===== src/rtl/capture_sequencer_if.sv =====
// Bus between the capture sequencer and its command decoder, trigger unit,
// rate divider and sample RAM. The sequencer takes the slave side.
interface capture_sequencer_if #(
    parameter int ADDR_W = 10
);
    logic              Arm;
    logic              Abort;
    logic              TrigEN;
    logic [ADDR_W-1:0] PreCount;
    logic              SampleEn;
    logic              TrigHit;
    logic              RdStart;
    logic              RdNext;
    logic              WrEn;
    logic [ADDR_W-1:0] WrAddr;
    logic [ADDR_W-1:0] RdAddr;
    logic [ADDR_W-1:0] TrigAddr;
    logic              RdLast;
    logic              Busy;
    logic              Done;
    logic [2:0]        State;

    // Controllers drive the pulses and levels; the sequencer answers with RAM
    // addresses and status. Pulses (Arm, Abort, RdStart, RdNext) act on the
    // single rising edge of CLK on which they are high.
    modport master (
        output Arm, Abort, TrigEN, PreCount, SampleEn, TrigHit, RdStart, RdNext,
        input  WrEn, WrAddr, RdAddr, TrigAddr, RdLast, Busy, Done, State
    );

    modport slave (
        input  Arm, Abort, TrigEN, PreCount, SampleEn, TrigHit, RdStart, RdNext,
        output WrEn, WrAddr, RdAddr, TrigAddr, RdLast, Busy, Done, State
    );
endinterface


===== src/rtl/capture_sequencer.sv =====
// Sequences one logic-analyzer capture into a circular sample RAM: arm,
// pre-trigger fill, trigger wait, post-trigger fill, done and readout.
module capture_sequencer #(
    parameter int ADDR_W = 10
) (
    input logic                CLK,
    input logic                CLR,
    capture_sequencer_if.slave bus
);
    localparam logic [ADDR_W-1:0] LAST = '1;  // DEPTH-1

    localparam logic [2:0] S_IDLE = 3'd0;
    localparam logic [2:0] S_PRE  = 3'd1;
    localparam logic [2:0] S_WAIT = 3'd2;
    localparam logic [2:0] S_POST = 3'd3;
    localparam logic [2:0] S_DONE = 3'd4;
    localparam logic [2:0] S_READ = 3'd5;

    logic [2:0]        state_q, state_d;
    logic [ADDR_W-1:0] wr_addr_q, wr_addr_d;
    logic [ADDR_W-1:0] rd_addr_q, rd_addr_d;
    logic [ADDR_W-1:0] trig_addr_q, trig_addr_d;
    logic [ADDR_W-1:0] pre_q, pre_d;
    logic [ADDR_W-1:0] pre_cnt_q, pre_cnt_d;
    logic [ADDR_W-1:0] post_cnt_q, post_cnt_d;
    logic [ADDR_W-1:0] rd_cnt_q, rd_cnt_d;

    logic              wr_en;
    logic              rd_last;
    logic              arm_go;
    logic              trig_go;
    logic              rd_go;
    logic [ADDR_W-1:0] pre_cnt_inc;
    logic [ADDR_W-1:0] post_init;
    logic [ADDR_W-1:0] start_addr;

    // An ADDR_W-bit PreCount can never exceed DEPTH-1, so the clamp is implicit.
    assign pre_cnt_inc = pre_cnt_q + 1'b1;
    assign post_init   = LAST - pre_q;
    assign start_addr  = trig_addr_q - pre_q;

    assign wr_en   = bus.SampleEn && !bus.Abort &&
                     (state_q == S_PRE || state_q == S_WAIT || state_q == S_POST);
    assign rd_last = (state_q == S_READ) && (rd_cnt_q == LAST);
    assign arm_go  = !bus.Abort && bus.Arm && (state_q == S_IDLE || state_q == S_DONE);
    assign trig_go = wr_en && (state_q == S_WAIT) && bus.TrigHit && bus.TrigEN;
    // A new capture takes precedence over a readout request in DONE.
    assign rd_go   = !bus.Abort && !arm_go && bus.RdStart &&
                     (state_q == S_DONE || state_q == S_READ);

    always_ff @(posedge CLK or negedge CLR) begin
        if (!CLR) begin
            state_q     <= S_IDLE;
            wr_addr_q   <= '0;
            rd_addr_q   <= '0;
            trig_addr_q <= '0;
            pre_q       <= '0;
            pre_cnt_q   <= '0;
            post_cnt_q  <= '0;
            rd_cnt_q    <= '0;
        end else begin
            state_q     <= state_d;
            wr_addr_q   <= wr_addr_d;
            rd_addr_q   <= rd_addr_d;
            trig_addr_q <= trig_addr_d;
            pre_q       <= pre_d;
            pre_cnt_q   <= pre_cnt_d;
            post_cnt_q  <= post_cnt_d;
            rd_cnt_q    <= rd_cnt_d;
        end
    end

    always_comb begin
        state_d = state_q;
        if (bus.Abort) begin
            state_d = S_IDLE;
        end else begin
            case (state_q)
                S_IDLE: if (bus.Arm) state_d = (bus.PreCount != '0) ? S_PRE : S_WAIT;
                S_PRE:  if (wr_en && pre_cnt_inc == pre_q) state_d = S_WAIT;
                S_WAIT: if (trig_go) state_d = (post_init != '0) ? S_POST : S_DONE;
                S_POST: if (wr_en && post_cnt_q == ADDR_W'(1)) state_d = S_DONE;
                S_DONE: begin
                    if (bus.Arm)          state_d = (bus.PreCount != '0) ? S_PRE : S_WAIT;
                    else if (bus.RdStart) state_d = S_READ;
                end
                S_READ: if (!bus.RdStart && bus.RdNext && rd_last) state_d = S_DONE;
                default: state_d = S_IDLE;
            endcase
        end
    end

    always_comb begin
        wr_addr_d   = wr_en ? wr_addr_q + 1'b1 : wr_addr_q;
        rd_addr_d   = rd_addr_q;
        trig_addr_d = trig_addr_q;
        pre_d       = pre_q;
        pre_cnt_d   = pre_cnt_q;
        post_cnt_d  = post_cnt_q;
        rd_cnt_d    = rd_cnt_q;

        if (arm_go) begin
            pre_d     = bus.PreCount;
            wr_addr_d = '0;
            pre_cnt_d = '0;
        end
        if (wr_en && state_q == S_PRE) pre_cnt_d = pre_cnt_inc;
        if (trig_go) begin
            trig_addr_d = wr_addr_q;
            post_cnt_d  = post_init;
        end
        if (wr_en && state_q == S_POST) post_cnt_d = post_cnt_q - 1'b1;

        if (rd_go) begin
            rd_addr_d = start_addr;
            rd_cnt_d  = '0;
        end else if (!bus.Abort && bus.RdNext && state_q == S_READ) begin
            rd_addr_d = rd_addr_q + 1'b1;
            rd_cnt_d  = rd_cnt_q + 1'b1;
        end
    end

    always_comb begin
        bus.WrEn     = wr_en;
        bus.WrAddr   = wr_addr_q;
        bus.RdAddr   = rd_addr_q;
        bus.TrigAddr = trig_addr_q;
        bus.RdLast   = rd_last;
        bus.Busy     = (state_q == S_PRE) || (state_q == S_WAIT) || (state_q == S_POST);
        bus.Done     = (state_q == S_DONE) || (state_q == S_READ);
        bus.State    = state_q;
    end
endmodule


===== src/flat_wrapper.sv =====
// flat-port wrapper written by rule: the top's interface ports become plain ports
module capture_sequencer_flat 
#(
    parameter int ADDR_W = 10
)
  (CLK, CLR, bus_Arm, bus_Abort, bus_TrigEN, bus_PreCount, bus_SampleEn, bus_TrigHit, bus_RdStart, bus_RdNext, bus_WrEn, bus_WrAddr, bus_RdAddr, bus_TrigAddr, bus_RdLast, bus_Busy, bus_Done, bus_State);
  capture_sequencer_if #(.ADDR_W(ADDR_W)) bus_i ();
  input logic CLK;
  input logic CLR;
  input wire logic [$bits(bus_i.Arm)-1:0] bus_Arm;
  input wire logic [$bits(bus_i.Abort)-1:0] bus_Abort;
  input wire logic [$bits(bus_i.TrigEN)-1:0] bus_TrigEN;
  input wire logic [$bits(bus_i.PreCount)-1:0] bus_PreCount;
  input wire logic [$bits(bus_i.SampleEn)-1:0] bus_SampleEn;
  input wire logic [$bits(bus_i.TrigHit)-1:0] bus_TrigHit;
  input wire logic [$bits(bus_i.RdStart)-1:0] bus_RdStart;
  input wire logic [$bits(bus_i.RdNext)-1:0] bus_RdNext;
  output wire logic [$bits(bus_i.WrEn)-1:0] bus_WrEn;
  output wire logic [$bits(bus_i.WrAddr)-1:0] bus_WrAddr;
  output wire logic [$bits(bus_i.RdAddr)-1:0] bus_RdAddr;
  output wire logic [$bits(bus_i.TrigAddr)-1:0] bus_TrigAddr;
  output wire logic [$bits(bus_i.RdLast)-1:0] bus_RdLast;
  output wire logic [$bits(bus_i.Busy)-1:0] bus_Busy;
  output wire logic [$bits(bus_i.Done)-1:0] bus_Done;
  output wire logic [$bits(bus_i.State)-1:0] bus_State;
  assign bus_i.Arm = bus_Arm;
  assign bus_i.Abort = bus_Abort;
  assign bus_i.TrigEN = bus_TrigEN;
  assign bus_i.PreCount = bus_PreCount;
  assign bus_i.SampleEn = bus_SampleEn;
  assign bus_i.TrigHit = bus_TrigHit;
  assign bus_i.RdStart = bus_RdStart;
  assign bus_i.RdNext = bus_RdNext;
  assign bus_WrEn = bus_i.WrEn;
  assign bus_WrAddr = bus_i.WrAddr;
  assign bus_RdAddr = bus_i.RdAddr;
  assign bus_TrigAddr = bus_i.TrigAddr;
  assign bus_RdLast = bus_i.RdLast;
  assign bus_Busy = bus_i.Busy;
  assign bus_Done = bus_i.Done;
  assign bus_State = bus_i.State;
  capture_sequencer #(.ADDR_W(ADDR_W)) u_core (.CLK(CLK), .CLR(CLR), .bus(bus_i));
endmodule

===== config.mk =====
export PLATFORM = sky130hd
export DESIGN_NAME = capture_sequencer_flat
export DESIGN_NICKNAME = d
export VERILOG_FILES = /design/src/rtl/capture_sequencer_if.sv /design/src/rtl/capture_sequencer.sv /design/src/flat_wrapper.sv
export SDC_FILE = /design/constraint.sdc
export NUM_CORES = 1
export LEC_CHECK = 0
export CAP_MARGIN = 25
export CORE_MARGIN = 8
export CORE_UTILIZATION = 35
export DETAILED_ROUTE_END_ITERATION = 7
export GPL_TIMING_DRIVEN = 0
export PLACE_DENSITY = 0.64
export SLEW_MARGIN = 20
export SYNTH_ARGS = -nofsm -noshare
export SYNTH_HDL_FRONTEND = slang
export SYNTH_SLANG_ARGS = --single-unit

===== constraint.sdc =====
create_clock -name CLK -period 2.7 [get_ports CLK]
set_input_delay 0.54 -clock CLK [delete_from_list [all_inputs] [get_ports CLK]]
set_output_delay 0.54 -clock CLK [all_outputs]
set_load 0.01 [all_outputs]

==> results.sh, run 1 <==
export IMPL_status="finished, final reports clean"
export IMPL_hold_viol_final=0
export IMPL_drt_iter0_drc=258
export IMPL_final_nets=598
export IMPL_async_flop_share_pct=100
export IMPL_hp_class="input pin to async pin"
export IMPL_layout_drive_gt1_share_pct=8.10
export IMPL_critPathArrivalTime_ns=2.81
export IMPL_power_density_nw_per_um2=799
export IMPL_path_clk_slew_ns=0.05
export IMPL_synth_ff_type="dfrtp_1"
export IMPL_max_freq_mhz=390
export IMPL_fin_skew_ns=0.00964
export IMPL_die_h_um=128
export IMPL_synth_edf_count=0
export IMPL_wire_per_inst_um=15.8
export IMPL_synth_cell_types=61
export IMPL_synth_largest_area_cell="dfrtp_1"
export IMPL_final_cell_area_um2=5480
export IMPL_cts_sinks=73
export IMPL_grt_pass1_vias=3823
export IMPL_cts_made_buffers=9
export IMPL_yosys_warnings=0
export IMPL_syn_area_um2=4370
export IMPL_synthCells=495
export IMPL_dr_pass1_iters=5
export IMPL_worst_hold_slack_ns=0.0747
export IMPL_max_slew_worst_pin_slew_ns=0.857
export IMPL_antenna_found_initial=0
export IMPL_finalCritPeriodShare_pct=95.1
export IMPL_syn_avg_cell_area_um2=8.82
export IMPL_hpwlAfterDp_um=8690
export IMPL_yosysSeqAreaShare_pct=41.8
export IMPL_ys_seq_elements=73
export IMPL_final_common_cell="nand2_1"
export IMPL_slew_viol_final=0
export IMPL_num_vias=3886
export IMPL_fin_setup_tns_ns=0
export IMPL_drcViolationCount=0
export IMPL_rr_startpoint="u_core.pre_cnt_q[0]"
export IMPL_setup_viol=0
export IMPL_cp_required_ns=2.95
export IMPL_boundaryPins=56
export IMPL_drv_cap=0
export IMPL_clk_latency_ns=0.35
export IMPL_grt_max_degree=58
export IMPL_critPathBufInv=1
export IMPL_min_period_ns=2.57
export IMPL_htreeDepth=3
export IMPL_slowest_delay_ns=0.72
export IMPL_critPathSlowestCell="nor4_1"
export IMPL_placed_cell_area_um2=5160
export IMPL_tritoncts="done"
export IMPL_ys_top_cells_by_area="dfrtp_1 (42%), nand2_1 (6.4%), o21ai_0 (5.5%)"
export IMPL_worstSetupPathType="input pin to flip-flop"
export IMPL_fp_row_count=41
export IMPL_ff2ff_setup_slack_ns=0.32
export IMPL_initial_utilization_pct=35.2
export IMPL_yosysTopAreaCellShare_pct=41.8
export IMPL_slew_headroom_pct=42.0
export IMPL_ant_nets=0
export IMPL_crit_fanout=3
export IMPL_syn_to_final_growth_pct=25.6
export IMPL_endpoint_kind="flip-flop"
export IMPL_port_buffers=55
export IMPL_final_cell_mix="nand2_1 (75), dfrtp_1 (72), clkdlybuf4s50_1 (52)"
export IMPL_cts_root_buf="clkbuf_16"
export IMPL_grt_pass1_wl_um=19400
export IMPL_regToRegEndpoint="u_core.bus.State[0]"
export IMPL_antenna_cells=0
export IMPL_rsz0062_at_grt="no"
export IMPL_coreArea_um2=12400
export IMPL_crit_family="simple AND/OR/NAND/NOR gates"
export IMPL_r2r_cells=9
export IMPL_max_vdd_ir_drop_v=0.000391
export IMPL_gr_total_overflow=0
export IMPL_p_leak_uw=0.00238
export IMPL_dieArea_um2=16300
export IMPL_gp_congestion=0.826
export IMPL_clk_path_buf_depth=2
export IMPL_wl_um=11700
export IMPL_via_per_inst=5.25
export IMPL_synth_nets=530
export IMPL_grt_usage_pct=14.9
export IMPL_startpoint_type="input pin"
export IMPL_die_width_um=128
export IMPL_worstPathCellList="clkdlybuf4s50_1 -> or4_1 -> nor4_1 -> a31oi_1 -> o21ai_0 -> nor2_1 -> a211oi_1"
routing by layer:
layer	global-route usage (%)	up-vias	wire, um
met1	19.5	1850	5310
met5	0	-	0
met2	22.7	124	5320
met4	7.13	0	275
met3	3.70	18	767
li1	-	1894	-
synth_stat cells, drive strengths merged, types with 4 or more instances:
| cell type | n |
|---|---|
| nor3 | 6 |
| nand3 | 16 |
| buf | 10 |
| ha | 15 |
| o211ai | 4 |
| dfrtp | 73 |
| a31oi | 6 |
| xor2 | 21 |
| o21ai | 49 |
| nand2b | 7 |
| nand4 | 15 |
| o31ai | 4 |
| or4 | 4 |
| nor2 | 43 |
| a21oi | 14 |
| nor4 | 10 |
| or3 | 6 |
| xnor2 | 19 |
| clkbuf | 11 |
| nand2 | 75 |
| nor2b | 8 |
| and3 | 11 |
| and2 | 5 |
| inv | 18 |
worst register-to-register path, stage by stage, from the launching register on:
cell and delay [ns]:
dfrtp_1 0.45, ha_1 0.22, buf_2 0.17, o21ba_1 0.18, a221oi_1 0.28, a31oi_1 0.10
a211oi_2 0.25, o211ai_2 0.16, or3_1 0.39, a21oi_2 0.11
flip-flops by register name, summed over array words and instances (netlist names):
signal,cells
u_core.bus.TrigAddr,10
u_core.bus.RdAddr,10
u_core.bus.State,3
u_core.bus.WrAddr,10
u_core.pre_q,10
u_core.pre_cnt_q,10
u_core.post_cnt_q,10
u_core.rd_cnt_q,10
worst max-delay path by stage:
stage,startpoint,endpoint,slack [ns],cells past startpoint
floorplan,u_core.pre_cnt_q[0],u_core.bus.State[0],0.54,9
global placement,CLR,u_core.rd_cnt_q[5],-1.53,1
detailed placement,bus_Abort,bus_WrEn,-0.27,5
CTS,bus_SampleEn,bus_WrEn,0.02,5
global route,u_core.bus.State[2],bus_RdLast,0.1,5
finish,bus_PreCount[5],u_core.bus.State[1],0.13,7
kinds of logic (layout without fill, tap and decap cells):
kind of cell    count (synthesis)  count (layout)  share of synthesized area (%)
simple gates                  220             220                           25.2
compound gates                102             102                           14.9
flops                          73              73                           41.8
xor+xnor                       40              40                           8.03
buf+inv                        39             112                           4.04
fa+ha+maj                      16              16                           4.76
mux                             5               5                           1.23
stage by stage:
stage / setup WS, ns / utilization [%] / power, uW / std cells
after floorplan: 0.545 / - / 2560 / 495
after global routing: 0.0965 / 44.2 / 4650 / 740
after CTS: 0.0194 / 44.1 / 4390 / 740
after detailed placement: -0.269 / 41.5 / 3160 / 723
final: 0.133 / 44.2 / 4380 / 740
after global placement: -1.53 / 41.3 / 3120 / 722
what timing repair did:
| action | in CTS | in global routing |
|---|---|---|
| cloned | 0 | 0 |
| pin swaps | 1 | 0 |
| hold buffers | 0 | 0 |
| endpoints found under the setup margin | 2 | 2 |
| gates resized for setup | 4 | 3 |
| setup buffers | 1 | 0 |
layout make-up:
cell class / instances / area, um2
flip-flops and latches: 73 / 1830
multi-input cells: 383 / 2370
plain buffers: 21 / 114
well taps: 172 / 215
clock buffers: 12 / 246
fillers: 1243 / 6930
repair buffers: 57 / 584
inverters: 18 / 67.6
clock inverters: 4 / 51.3
power by group:
part           switching (uW)  total, uW  internal (uW)  leakage (uW)
clock                     469       1210            743      0.000143
sequential                346       1680           1330      0.000971
combinational             790       1490            700       0.00127
total                    1600       4380           2780       0.00238
No activity file was read; power rests on OpenSTA's default activity.
==> inputs of run 2 (changes only) <==
Settings changed: CORE_ASPECT_RATIO set to 0.7.
==> results.sh, run 2 (synthesis gave the netlist of run 1 again) <==
export IMPL_dieArea_um2=16400
export IMPL_max_freq_mhz=397
export IMPL_rsz0062_at_grt="no"
export IMPL_clk_latency_ns=0.34
export IMPL_clk_path_buf_depth=2
export IMPL_hold_viol_final=0
export IMPL_max_slew_worst_pin_slew_ns=0.619
export IMPL_layout_drive_gt1_share_pct=7.75
export IMPL_wl_um=12000
export IMPL_drcViolationCount=0
export IMPL_critPathBufInv=1
export IMPL_setup_viol=0
export IMPL_dp_cells=713
export IMPL_finalCritPeriodShare_pct=93.4
export IMPL_multi_input_area_um2=2370
export IMPL_status="finished, final reports clean"
export IMPL_crit_family="simple AND/OR/NAND/NOR gates"
export IMPL_worstSetupPathType="input pin to flip-flop"
export IMPL_slew_viol_final=0
export IMPL_worstPathCellList="clkdlybuf4s50_1 -> nor2b_1 -> nand3_2 -> nor3_1 -> nand2_1 -> or3_1 -> a31o_2"
export IMPL_wire_per_inst_um=16.5
export IMPL_p_leak_uw=0.00238
export IMPL_initial_utilization_pct=35.5
export IMPL_slew_headroom_pct=58.2
export IMPL_ff2ff_setup_slack_ns=0.26
export IMPL_fin_skew_ns=0.0105
export IMPL_cts_root_buf="clkbuf_16"
export IMPL_gr_total_overflow=0
export IMPL_crit_fanout=6
export IMPL_fillers=1159
export IMPL_fp_row_count=34
export IMPL_grt_max_degree=38
export IMPL_power_total_uw=4400
export IMPL_final_cell_mix="nand2_1 (75), dfrtp_1 (73), clkdlybuf4s50_1 (52)"
export IMPL_r2r_cells=9
export IMPL_via_per_inst=5.37
export IMPL_cp_required_ns=2.93
export IMPL_final_cells=730
export IMPL_endpoint_kind="flip-flop"
export IMPL_port_buffers=55
export IMPL_final_common_cell="nand2_1"
export IMPL_hpwlAfterDp_um=9160
export IMPL_rr_startpoint="u_core.pre_cnt_q[0]"
export IMPL_startpoint_type="input pin"
export IMPL_regToRegEndpoint="u_core.bus.State[0]"
export IMPL_path_clk_slew_ns=0.06
export IMPL_ant_nets=0
export IMPL_grt_pass1_wl_um=19400
export IMPL_drt_iter0_drc=275
export IMPL_power_density_nw_per_um2=808
export IMPL_num_vias=3919
export IMPL_critPathSlowestCell="clkdlybuf4s50_1"
export IMPL_grt_pass1_vias=3644
export IMPL_coreArea_um2=12300
export IMPL_cts_sinks=73
export IMPL_regArea_um2=1830
export IMPL_tritoncts="done"
export IMPL_antenna_cells=0
export IMPL_cts_made_buffers=9
export IMPL_boundaryPins=56
export IMPL_die_h_um=109
export IMPL_syn_to_final_growth_pct=24.9
export IMPL_gp_congestion=0.892
export IMPL_max_vdd_ir_drop_v=0.000380
export IMPL_grt_usage_pct=15.1
export IMPL_htreeDepth=3
export IMPL_dr_pass1_iters=5
export IMPL_antenna_found_initial=0
export IMPL_min_period_ns=2.52
export IMPL_die_width_um=149
export IMPL_critPathArrivalTime_ns=2.75
export IMPL_drv_cap=0
export IMPL_hp_class="input pin to async pin"
export IMPL_slowest_delay_ns=0.49
export IMPL_final_nets=598
-- run 2: cell types whose count changed in the layout (fill, tap and decap cells not counted), sizes merged --
cell    before  now
clkbuf      23   22
clkinv       1    2
-- run 2: area by class of cell --
cell class | count | share of cell area, %
multi-input combinational | 383 | 43.4
sequential | 73 | 33.5
timing repair buffer | 57 | 10.6
clock buffer | 11 | 4.27
tap | 162 | 3.72
buffer | 21 | 2.09
inverter | 18 | 1.24
clock inverter | 5 | 1.17
-- run 2: report_power, final --
group	internal (uW)	total [uW]	leakage, uW	switching (uW)
registers	1330	1670	0.000972	335
logic	702	1520	0.00127	823
clock network	723	1210	0.000140	487
total	2760	4400	0.00238	1650
-- run 2: per-layer routing --
metal	up-vias	wire, um	global-route usage (%)
met5	-	0	0
met4	0	183	4.52
met3	14	1090	5.96
met2	154	4810	20.2
met1	1852	5960	21.6
li1	1899	-	-
-- run 2: timing repair --
action / in CTS / in global routing
setup buffers: 1 / 0
pin swaps: 1 / 0
resized for setup: 3 / 3
setup endpoints to repair: 1 / 2
gates cloned: 0 / 0
hold buffers: 0 / 0
-- run 2: how the worst max path moves through the flow --
| stage | startpoint | to | slack, ns | cells past startpoint |
|---|---|---|---|---|
| 6_report | bus_SampleEn | u_core.post_cnt_q[7] | 0.18 | 7 |
| 5_1_grt | u_core.bus.State[0] | bus_RdLast | 0.04 | 4 |
| 4_1_cts | bus_SampleEn | bus_WrEn | 0.03 | 5 |
| 3_5_place_dp | bus_Abort | bus_WrEn | -0.33 | 5 |
| 3_3_place_gp | CLR | u_core.pre_cnt_q[2] | -1.52 | 1 |
| 2_1_floorplan | u_core.pre_cnt_q[0] | u_core.bus.State[0] | 0.54 | 9 |
-- run 2: per-stage QoR --
| step | hold slack (ns) | setup TNS, ns | util (%) | setup slack, ns | area (um2) |
|---|---|---|---|---|---|
| after floorplan | 0.244 | 0 | - | 0.545 | 4370 |
| after global placement | 0.504 | -112.42 | 41.6 | -1.52 | 5120 |
| after detailed placement | 0.510 | -2.07 | 41.8 | -0.328 | 5140 |
| after CTS | 0.180 | 0 | 44.3 | 0.0261 | 5450 |
| after global routing | 0.205 | 0 | 44.4 | 0.0417 | 5450 |
| final | 0.161 | 0 | 44.4 | 0.178 | 5450 |
-- run 2: worst reg2reg max path: cells and delay by family, from the launching register on --
kind	cells	cell delay (ns)
buffers and inverters	1	0.17
adder cells (fa/ha/maj)	1	0.23
AO/OA/AOI/OAI	6	1.13
flip-flops	1	0.45
AND/OR/NAND/NOR	1	0.38
